**src/rtl/iir_coeff_loader_pkg.sv**
```systemverilog
// Shared definitions for the IIR coefficient loader: FSM states, notch-filter
// select encoding, bank depth and the word-legality helper.
package iir_coeff_loader_pkg;

  localparam int COEFF_DEPTH = 5;

  typedef enum logic [1:0] {
    ST_IDLE  = 2'd0,
    ST_WRITE = 2'd1,
    ST_CHECK = 2'd2
  } state_e;

  typedef enum logic [1:0] {
    SEL_1MHZ    = 2'd0,
    SEL_2MHZ    = 2'd1,
    SEL_2_4MHZ  = 2'd2,
    SEL_ILLEGAL = 2'd3
  } notch_sel_e;

  function automatic logic cfg_word_legal(input logic [1:0] sel, input logic [2:0] idx);
    return (sel != SEL_ILLEGAL) && (idx < 3'(COEFF_DEPTH));
  endfunction

endpackage

```
**src/rtl/iir_coeff_bank.sv**
```systemverilog
// One shadow coefficient bank for a single notch filter, plus the compare of
// the filter's readback against the shadow contents.
module iir_coeff_bank
  import iir_coeff_loader_pkg::*;
#(
  parameter int COEFF_WIDTH = 20
) (
  input  logic                               clk,
  input  logic                               rst,
  input  logic                               wr_en_i,
  input  logic [2:0]                         wr_idx_i,
  input  logic [COEFF_WIDTH-1:0]             wr_data_i,
  input  logic [COEFF_WIDTH*COEFF_DEPTH-1:0] readback_i,
  output logic [COEFF_WIDTH*COEFF_DEPTH-1:0] shadow_o,
  output logic                               mismatch_o
);

  logic [COEFF_WIDTH-1:0] shadow_q [COEFF_DEPTH];

  always_ff @(posedge clk or posedge rst) begin
    if (rst) begin
      for (int i = 0; i < COEFF_DEPTH; i++) shadow_q[i] <= '0;
    end else begin
      for (int i = 0; i < COEFF_DEPTH; i++) begin
        if (wr_en_i && (wr_idx_i == 3'(i))) shadow_q[i] <= wr_data_i;
      end
    end
  end

  // Slot i occupies bits [i*COEFF_WIDTH +: COEFF_WIDTH] of the flat bus.
  always_comb begin
    shadow_o = '0;
    for (int i = 0; i < COEFF_DEPTH; i++) shadow_o[i*COEFF_WIDTH +: COEFF_WIDTH] = shadow_q[i];
  end

  assign mismatch_o = (shadow_o != readback_i);

endmodule

```
**src/rtl/iir_coeff_loader.sv**
```systemverilog
// Loads coefficient bursts into three notch-filter shadow banks and commits a
// bank with a one-cycle write strobe. Define IIR_LOADER_READBACK_EN to add the
// CHECK state that verifies the filter readback after each commit.
module iir_coeff_loader
  import iir_coeff_loader_pkg::*;
#(
  parameter int COEFF_WIDTH = 20
) (
  input  logic                               clk,
  input  logic                               rst,
  input  logic                               cfg_valid,
  output logic                               cfg_ready,
  input  logic [1:0]                         cfg_sel,
  input  logic [2:0]                         cfg_idx,
  input  logic [COEFF_WIDTH-1:0]             cfg_data,
  input  logic                               cfg_last,
  output logic                               coeff_wr_en_1MHz,
  output logic                               coeff_wr_en_2MHz,
  output logic                               coeff_wr_en_2_4MHz,
  output logic [COEFF_WIDTH*COEFF_DEPTH-1:0] coeff_in_1MHz,
  output logic [COEFF_WIDTH*COEFF_DEPTH-1:0] coeff_in_2MHz,
  output logic [COEFF_WIDTH*COEFF_DEPTH-1:0] coeff_in_2_4MHz,
  input  logic [COEFF_WIDTH*COEFF_DEPTH-1:0] coeff_out_1MHz,
  input  logic [COEFF_WIDTH*COEFF_DEPTH-1:0] coeff_out_2MHz,
  input  logic [COEFF_WIDTH*COEFF_DEPTH-1:0] coeff_out_2_4MHz,
  input  logic                               overflow_1MHz,
  input  logic                               overflow_2MHz,
  input  logic                               overflow_2_4MHz,
  input  logic                               underflow_1MHz,
  input  logic                               underflow_2MHz,
  input  logic                               underflow_2_4MHz,
  input  logic                               status_clr,
  output logic [2:0]                         sticky_ovf,
  output logic [2:0]                         sticky_udf,
  output logic                               load_done,
  output logic                               verify_err,
  output logic                               cfg_err,
  output logic                               busy,
  output logic [1:0]                         state_dbg
);

  // cfg handshake: a word transfers on a rising edge where cfg_valid and
  // cfg_ready are both 1; cfg_ready is 1 exactly when the FSM is in IDLE.
  state_e     state_q, state_d;
  logic [1:0] target_q, target_d;
  logic       xfer, word_legal, word_ok;
  logic [2:0] bank_wr, wr_en_vec, mismatch;
  logic       verify_set;
  logic [2:0] sticky_ovf_q, sticky_ovf_d, sticky_udf_q, sticky_udf_d;
  logic       cfg_err_q, cfg_err_d;

  assign cfg_ready  = (state_q == ST_IDLE);
  assign busy       = (state_q != ST_IDLE);
  assign state_dbg  = state_q;
  assign xfer       = cfg_valid && cfg_ready;
  assign word_legal = cfg_word_legal(cfg_sel, cfg_idx);
  assign word_ok    = xfer && word_legal;
  assign bank_wr    = word_ok ? (3'b001 << cfg_sel) : 3'b000;

  iir_coeff_bank #(.COEFF_WIDTH(COEFF_WIDTH)) u_bank_1mhz (
    .clk(clk), .rst(rst), .wr_en_i(bank_wr[0]), .wr_idx_i(cfg_idx), .wr_data_i(cfg_data),
    .readback_i(coeff_out_1MHz), .shadow_o(coeff_in_1MHz), .mismatch_o(mismatch[0])
  );

  iir_coeff_bank #(.COEFF_WIDTH(COEFF_WIDTH)) u_bank_2mhz (
    .clk(clk), .rst(rst), .wr_en_i(bank_wr[1]), .wr_idx_i(cfg_idx), .wr_data_i(cfg_data),
    .readback_i(coeff_out_2MHz), .shadow_o(coeff_in_2MHz), .mismatch_o(mismatch[1])
  );

  iir_coeff_bank #(.COEFF_WIDTH(COEFF_WIDTH)) u_bank_2_4mhz (
    .clk(clk), .rst(rst), .wr_en_i(bank_wr[2]), .wr_idx_i(cfg_idx), .wr_data_i(cfg_data),
    .readback_i(coeff_out_2_4MHz), .shadow_o(coeff_in_2_4MHz), .mismatch_o(mismatch[2])
  );

  always_ff @(posedge clk or posedge rst) begin
    if (rst) begin
      state_q  <= ST_IDLE;
      target_q <= 2'd0;
    end else begin
      state_q  <= state_d;
      target_q <= target_d;
    end
  end

  // load_done marks the last busy cycle, so IDLE accepts a word right after it.
  always_comb begin
    state_d    = state_q;
    target_d   = target_q;
    wr_en_vec  = 3'b000;
    load_done  = 1'b0;
    verify_set = 1'b0;
    case (state_q)
      ST_IDLE: begin
        if (word_ok && cfg_last) begin
          state_d  = ST_WRITE;
          target_d = cfg_sel;
        end
      end
      ST_WRITE: begin
        wr_en_vec = 3'b001 << target_q;
`ifdef IIR_LOADER_READBACK_EN
        state_d   = ST_CHECK;
`else
        state_d   = ST_IDLE;
        load_done = 1'b1;
`endif
      end
`ifdef IIR_LOADER_READBACK_EN
      ST_CHECK: begin
        verify_set = mismatch[target_q];
        load_done  = 1'b1;
        state_d    = ST_IDLE;
      end
`endif
      default: state_d = ST_IDLE;
    endcase
  end

  assign coeff_wr_en_1MHz   = wr_en_vec[0];
  assign coeff_wr_en_2MHz   = wr_en_vec[1];
  assign coeff_wr_en_2_4MHz = wr_en_vec[2];

  // A set event in the same cycle as status_clr wins over the clear.
  always_comb begin
    sticky_ovf_d = (status_clr ? 3'b000 : sticky_ovf_q) |
                   {overflow_2_4MHz, overflow_2MHz, overflow_1MHz};
    sticky_udf_d = (status_clr ? 3'b000 : sticky_udf_q) |
                   {underflow_2_4MHz, underflow_2MHz, underflow_1MHz};
    cfg_err_d    = (status_clr ? 1'b0 : cfg_err_q) | (xfer && !word_legal);
  end

  always_ff @(posedge clk or posedge rst) begin
    if (rst) begin
      sticky_ovf_q <= 3'b000;
      sticky_udf_q <= 3'b000;
      cfg_err_q    <= 1'b0;
    end else begin
      sticky_ovf_q <= sticky_ovf_d;
      sticky_udf_q <= sticky_udf_d;
      cfg_err_q    <= cfg_err_d;
    end
  end

  assign sticky_ovf = sticky_ovf_q;
  assign sticky_udf = sticky_udf_q;
  assign cfg_err    = cfg_err_q;

`ifdef IIR_LOADER_READBACK_EN
  logic verify_err_q, verify_err_d;

  assign verify_err_d = (status_clr ? 1'b0 : verify_err_q) | verify_set;

  always_ff @(posedge clk or posedge rst) begin
    if (rst) verify_err_q <= 1'b0;
    else     verify_err_q <= verify_err_d;
  end

  assign verify_err = verify_err_q;
`else
  logic unused_readback;
  assign unused_readback = ^{mismatch, verify_set};
  assign verify_err      = 1'b0;
`endif

endmodule

```
**config.mk**
```make
export PLATFORM = sky130hd
export DESIGN_NAME = iir_coeff_loader
export DESIGN_NICKNAME = d
export VERILOG_FILES = /design/src/rtl/iir_coeff_loader_pkg.sv /design/src/rtl/iir_coeff_bank.sv /design/src/rtl/iir_coeff_loader.sv
export SDC_FILE = /design/constraint.sdc
export NUM_CORES = 1
export LEC_CHECK = 0
export CAP_MARGIN = 30
export CORE_AREA = 10 10 244 246
export CTS_CLUSTER_DIAMETER = 40
export DETAILED_ROUTE_END_ITERATION = 10
export DIE_AREA = 0 0 254 256
export HOLD_SLACK_MARGIN = 0.05
export SETUP_SLACK_MARGIN = 0.4
export SYNTH_ARGS = -nofsm -noshare
export SYNTH_HDL_FRONTEND = slang
export SYNTH_SLANG_ARGS = --single-unit
```
**constraint.sdc**
```tcl
create_clock -name clk -period 15.68 [get_ports clk]
set_input_delay 3.92 -clock clk [delete_from_list [all_inputs] [get_ports clk]]
set_output_delay 3.92 -clock clk [all_outputs]
set_load 0.05 [all_outputs]
```
# Yosys cells after proc, flatten, opt, wreduce, memory -nomap -nowiden
# Index checks and enable logic that the tools add are counted.
[word_totals]
reg_bits = 311
input_bits = 336
output_inout_bits = 316
word_cells = 66
[op_classes]
magnitude_cmp = 1
eq_ne = 7
n_shift = 2
mux = 8
n_bitwise = 3
reduce_logical = 25
[ops]
columns = ["operator", "n"]
rows = [
  ["$logic_and 1x1->1", 20],
  ["$mux 3", 4],
  ["$eq 3x2->1 const B", 2],
  ["$or 3x3->3", 2],
  ["$shl 1x2->3 const A", 2],
  ["$mux 2", 2],
  ["$eq 3x1->1 const B", 1],
  ["$eq 3x3->1 const B", 1],
  ["$logic_not 3->1", 1],
  ["$lt 3x3->1 const B", 1],
  ["$eq 2x1->1 const B", 1],
  ["$logic_not 2->1", 1],
  ["$mux 1", 2],
  ["$ne 2x1->1 const B", 1],
  ["$ne 2x2->1 const B", 1],
  ["$reduce_and 2->1", 1],
  ["$reduce_bool 2->1", 1],
  ["$logic_not 1->1", 1],
  ["$or 1x1->1", 1],
]

# Logic depth before layout (Yosys ltp)
[logic_depth]
ltp_word = 6
mapped_depth = 5
mapped_depth_nobuf = 3

# Cells and area by module
# A second synthesis with hierarchy kept.
[unflattened]
cells_unflattened = 1099
hier_area_um2 = 15247.1
[by_module_without_submodules]
columns = ["module", "n_inst", "cells_per_inst", "area_each_um2", "seq_area_each_um2"]
rows = [
  ["iir_coeff_bank", 3, 353, 4921.0, 2502.4],
  ["iir_coeff_loader", 1, 40, 484.2, 250.2],
]

# Worst setup path before layout
# Ideal clock, no wire load.
[synth_path]
kind = "reg2out"
from = "reg state_q[0], in the netlist state_dbg[0]"
to = "out coeff_wr_en_2_4MHz"
t_arrival_ns = 2.370
t_required_ns = 11.760
slack_ns = 9.390
path_stages_with_launch = 3
path_buffers = 0
path_cell_list = "dfrtp_1 inv_1 nor3b_1"
[synth_between]
elab_chain_len = 2
[synth_lines]
columns = ["element", "line_no", "text"]
rows = [
  ["start: declaration", "iir_coeff_loader.sv:44", "state_e state_q, state_d;"],
  ["start signal: assignment", "iir_coeff_loader.sv:80", "state_q <= state_d;"],
  ["$eq 2x1->1", "iir_coeff_loader.sv:92", "case (state_q)"],
  ["$mux 3", "iir_coeff_loader.sv:92", ""],
  ["end: declaration", "iir_coeff_loader.sv:19", "output logic coeff_wr_en_2_4MHz,"],
]
# Every way passes these cells.

# Final worst setup path
# Same ends and word-level chain as after synthesis.

==> flow_summary.ini <==
[place]
detailedPlace.worstSlack_ps = 8700
dp_cells = 1726
gpl_wtd_cong = 0.713
hpwl_um = 28500
numPortBuffers = 349
placement.cell_area_um2 = 16000

[grt]
grt_max_degree = 82
grt_pass1_vias = 8246
gr-usage-all-layers_pct = 12.1
antenna_violations_before_repair = 3
grt_first_pass_wirelength_um = 58500
grt_overflow_total = 0

[run_status]
run_status = completed

[pwr]
p_int_uw = 2080
pwr_density_cell_nw_per_um2 = 185
swShare_pct = 37.1
p_clk_share_pct = 35.7
share_seq_of_total_power_pct = 31.3
net-switching-power_uw = 1230
worst_ir_drop_vdd_uv = 144
total_power_uw = 3310
pwr-share-comb_pct = 32.9
static-leakage-power_uw = 0.00792

[yosys]
synthCells = 712
number_of_synthesized_flops_with_an_enable_pin = 0
synth_seq_cells = 310
yosys_warnings = 0
synth_top_flop_cell = dfrtp_1
syn_area_per_cell_um2 = 16.4
netlist-cell-type-count = 26
syn-cell-area_um2 = 11700
asyncSetResetFlopFracSynth_pct = 100
ys_seq_area_share_pct = 66.3

[setup_path]
path_cells = inv_1, nor3b_1, clkdlybuf4s50_1
crit_arrival_ps = 2550
worst_ep_required_time_ps = 11760
cell_at_the_slowest_stage_of_the_critical_path = clkdlybuf4s50_1
path_max_fanout = 8
crit_type = reg -> out
worstSetupStartpoint = state_dbg[0]
setup.worst_path.end_class = primary output
worst_setup_path_start_kind = flip-flop
reg2reg_from = state_dbg[0]
timing.critical_path.slowest_cell_delay_ps = 900

[floorplanning]
num_rows = 86
start_util_pct = 21.4
die_area_um2 = 65000
dieHeight_um = 256
fp.dieW_um = 254
ioPinCount = 652
floorplan.core_area_um2 = 54700

[finish]
layout.nets = 1414
antenna_cells = 0
fill_cell_count = 5345
layout-drive-gt1-share_pct = 34.5
layout_common_cells = clkdlybuf4s50_1, dfrtp_1, mux2_2
area_growth_syn_to_layout_pct = 52.9
layout_commonest_cell = clkdlybuf4s50_1
final_instance_area_um2 = 17900
layout.cells.non_filler = 1822

[sta]
rsz0062_at_grt = no
timing_max_transition_violations_final = 0
final-hold-violation-count = 0
report.final.setup_viol = 0
fin_crit_ps = 6470
skew_ps = 24.6
final.period_utilization_pct = 41.3
maxClockFrequency_mhz = 155
setup_slack_ps = 9210
tns_ps = 0
max_slew_margin_pct = 37.9
tightestPinTransition_ps = 930

[clocking]
clock-root-buffer = clkbuf_16
maximum_number_of_buffers_from_clock_root_to_sink = 3
cts_setup_buffers = 0
clock_tree_from_tritoncts = built
clock_latency_ps = 590
number_of_levels_the_h_tree_was_split_into = 2
ctsHoldBuffers = 0
cts.sinks = 310
numCtsBuffers = 52
clock_slew_at_the_register_clock_pins_of_the_worst_setup_and_hold_paths_ps = 50
cts_resized = 0

[min_path]
timing.hold.worst.start = sticky_ovf[2]
timing.hold.worst.class = reg -> reg

[route]
routed-via-count = 7467
route.antenna.remaining_nets = 0
first_pass_iters = 4
detail_route.vias_per_cell = 4.10
avgRoutedWirePerCell_um = 22.0
drtIter0Drc = 281
drt-total-wl_um = 40200
drt_drc_violations_left = 0

[job]
maxCapViolCount = 0
sequential cells by signal, summed over array words and instances (netlist names):
| signal | cells |
|---|---|
| state_dbg | 1 |
| target_q | 2 |
| u_bank_1mhz.shadow_o | 100 |
| u_bank_2_4mhz.shadow_o | 100 |
| sticky_udf | 3 |
| u_bank_2mhz.shadow_o | 100 |
| sticky_ovf | 3 |
| cfg_err | 1 |
critical path, delay by kind of cell, from the launching register on:
| family | cells | cell delay [ps] |
|---|---|---|
| AND/OR/NAND/NOR | 1 | 280 |
| buffers and inverters | 2 | 1100 |
| flip-flops | 1 | 600 |
cells in the mapped netlist (3+ instances only):
cell type,number,area share [%]
nand4_1,4,0.21
nand4b_1,6,0.45
a21o_1,6,0.38
nor3_1,3,0.13
mux2_2,270,26
inv_1,4,0.13
clkbuf_1,22,0.71
nand3_1,3,0.13
mux2_1,30,2.9
nor2_1,3,0.096
buf_2,31,1.3
dfrtp_1,310,66
buf_4,4,0.26
routing by layer:
metal / up-vias / track usage [%] / share of wire (%)
met4: 0 / 3.54 / 2.2
met1: 3870 / 14.3 / 41
met2: 283 / 19.4 / 46
li1: 3265 / - / -
met3: 49 / 5.69 / 11
met5: - / 0 / 0
final timing paths:
path | slack (ps) | end | depth (start not counted)
min in group asynchronous | 3790 | sticky_ovf[1] | 2
min reg2reg | 480 | sticky_ovf[2] | 1
max reg2reg | 12650 | u_bank_1mhz.shadow_o[49] | 4
max | 9210 | coeff_wr_en_2_4MHz | 3
max in group asynchronous | 9970 | u_bank_2mhz.shadow_o[93] | 5
min | 480 | sticky_ovf[2] | 1
per-stage QoR:
| stage | utilization [%] | hold WS, ps |
|---|---|---|
| finish | 32.7 | 483 |
| global route | 32.7 | 500 |
| detailed placement | 29.3 | 472 |
| floorplan | - | 517 |
| CTS | 32.6 | 486 |
| global placement | 29.2 | 469 |
final cells by class:
| class | instances | area, um^2 | area share, % |
|---|---|---|---|
| well taps | 704 | 881 | 4.92 |
| repair buffers | 368 | 3720 | 20.8 |
| flip-flops and latches | 310 | 7760 | 43.3 |
| multi-input cells | 342 | 3680 | 20.6 |
| inverters | 4 | 22.5 | 0.126 |
| clock inverters | 33 | 439 | 2.45 |
| clock buffers | 61 | 1400 | 7.80 |
power groups by stage:
stage	Clock, uW	Combinational (uW)	Sequential, uW
floorplan	0	156	1580
global placement	0	1090	1040
detailed placement	0	1100	1050
CTS	1210	1100	1040
global route	1250	1130	1060
finish	1180	1090	1040
cell families after synthesis:
logic type	Yosys count	share of synthesized area (%)
flip-flops	310	66.3
AND/OR/NAND/NOR	29	1.66
AO/OA/AOI/OAI	11	0.738
buffers and inverters	61	2.42
multiplexers	300	28.9
other	1	0.0320
(Power assumes the default switching activity.)
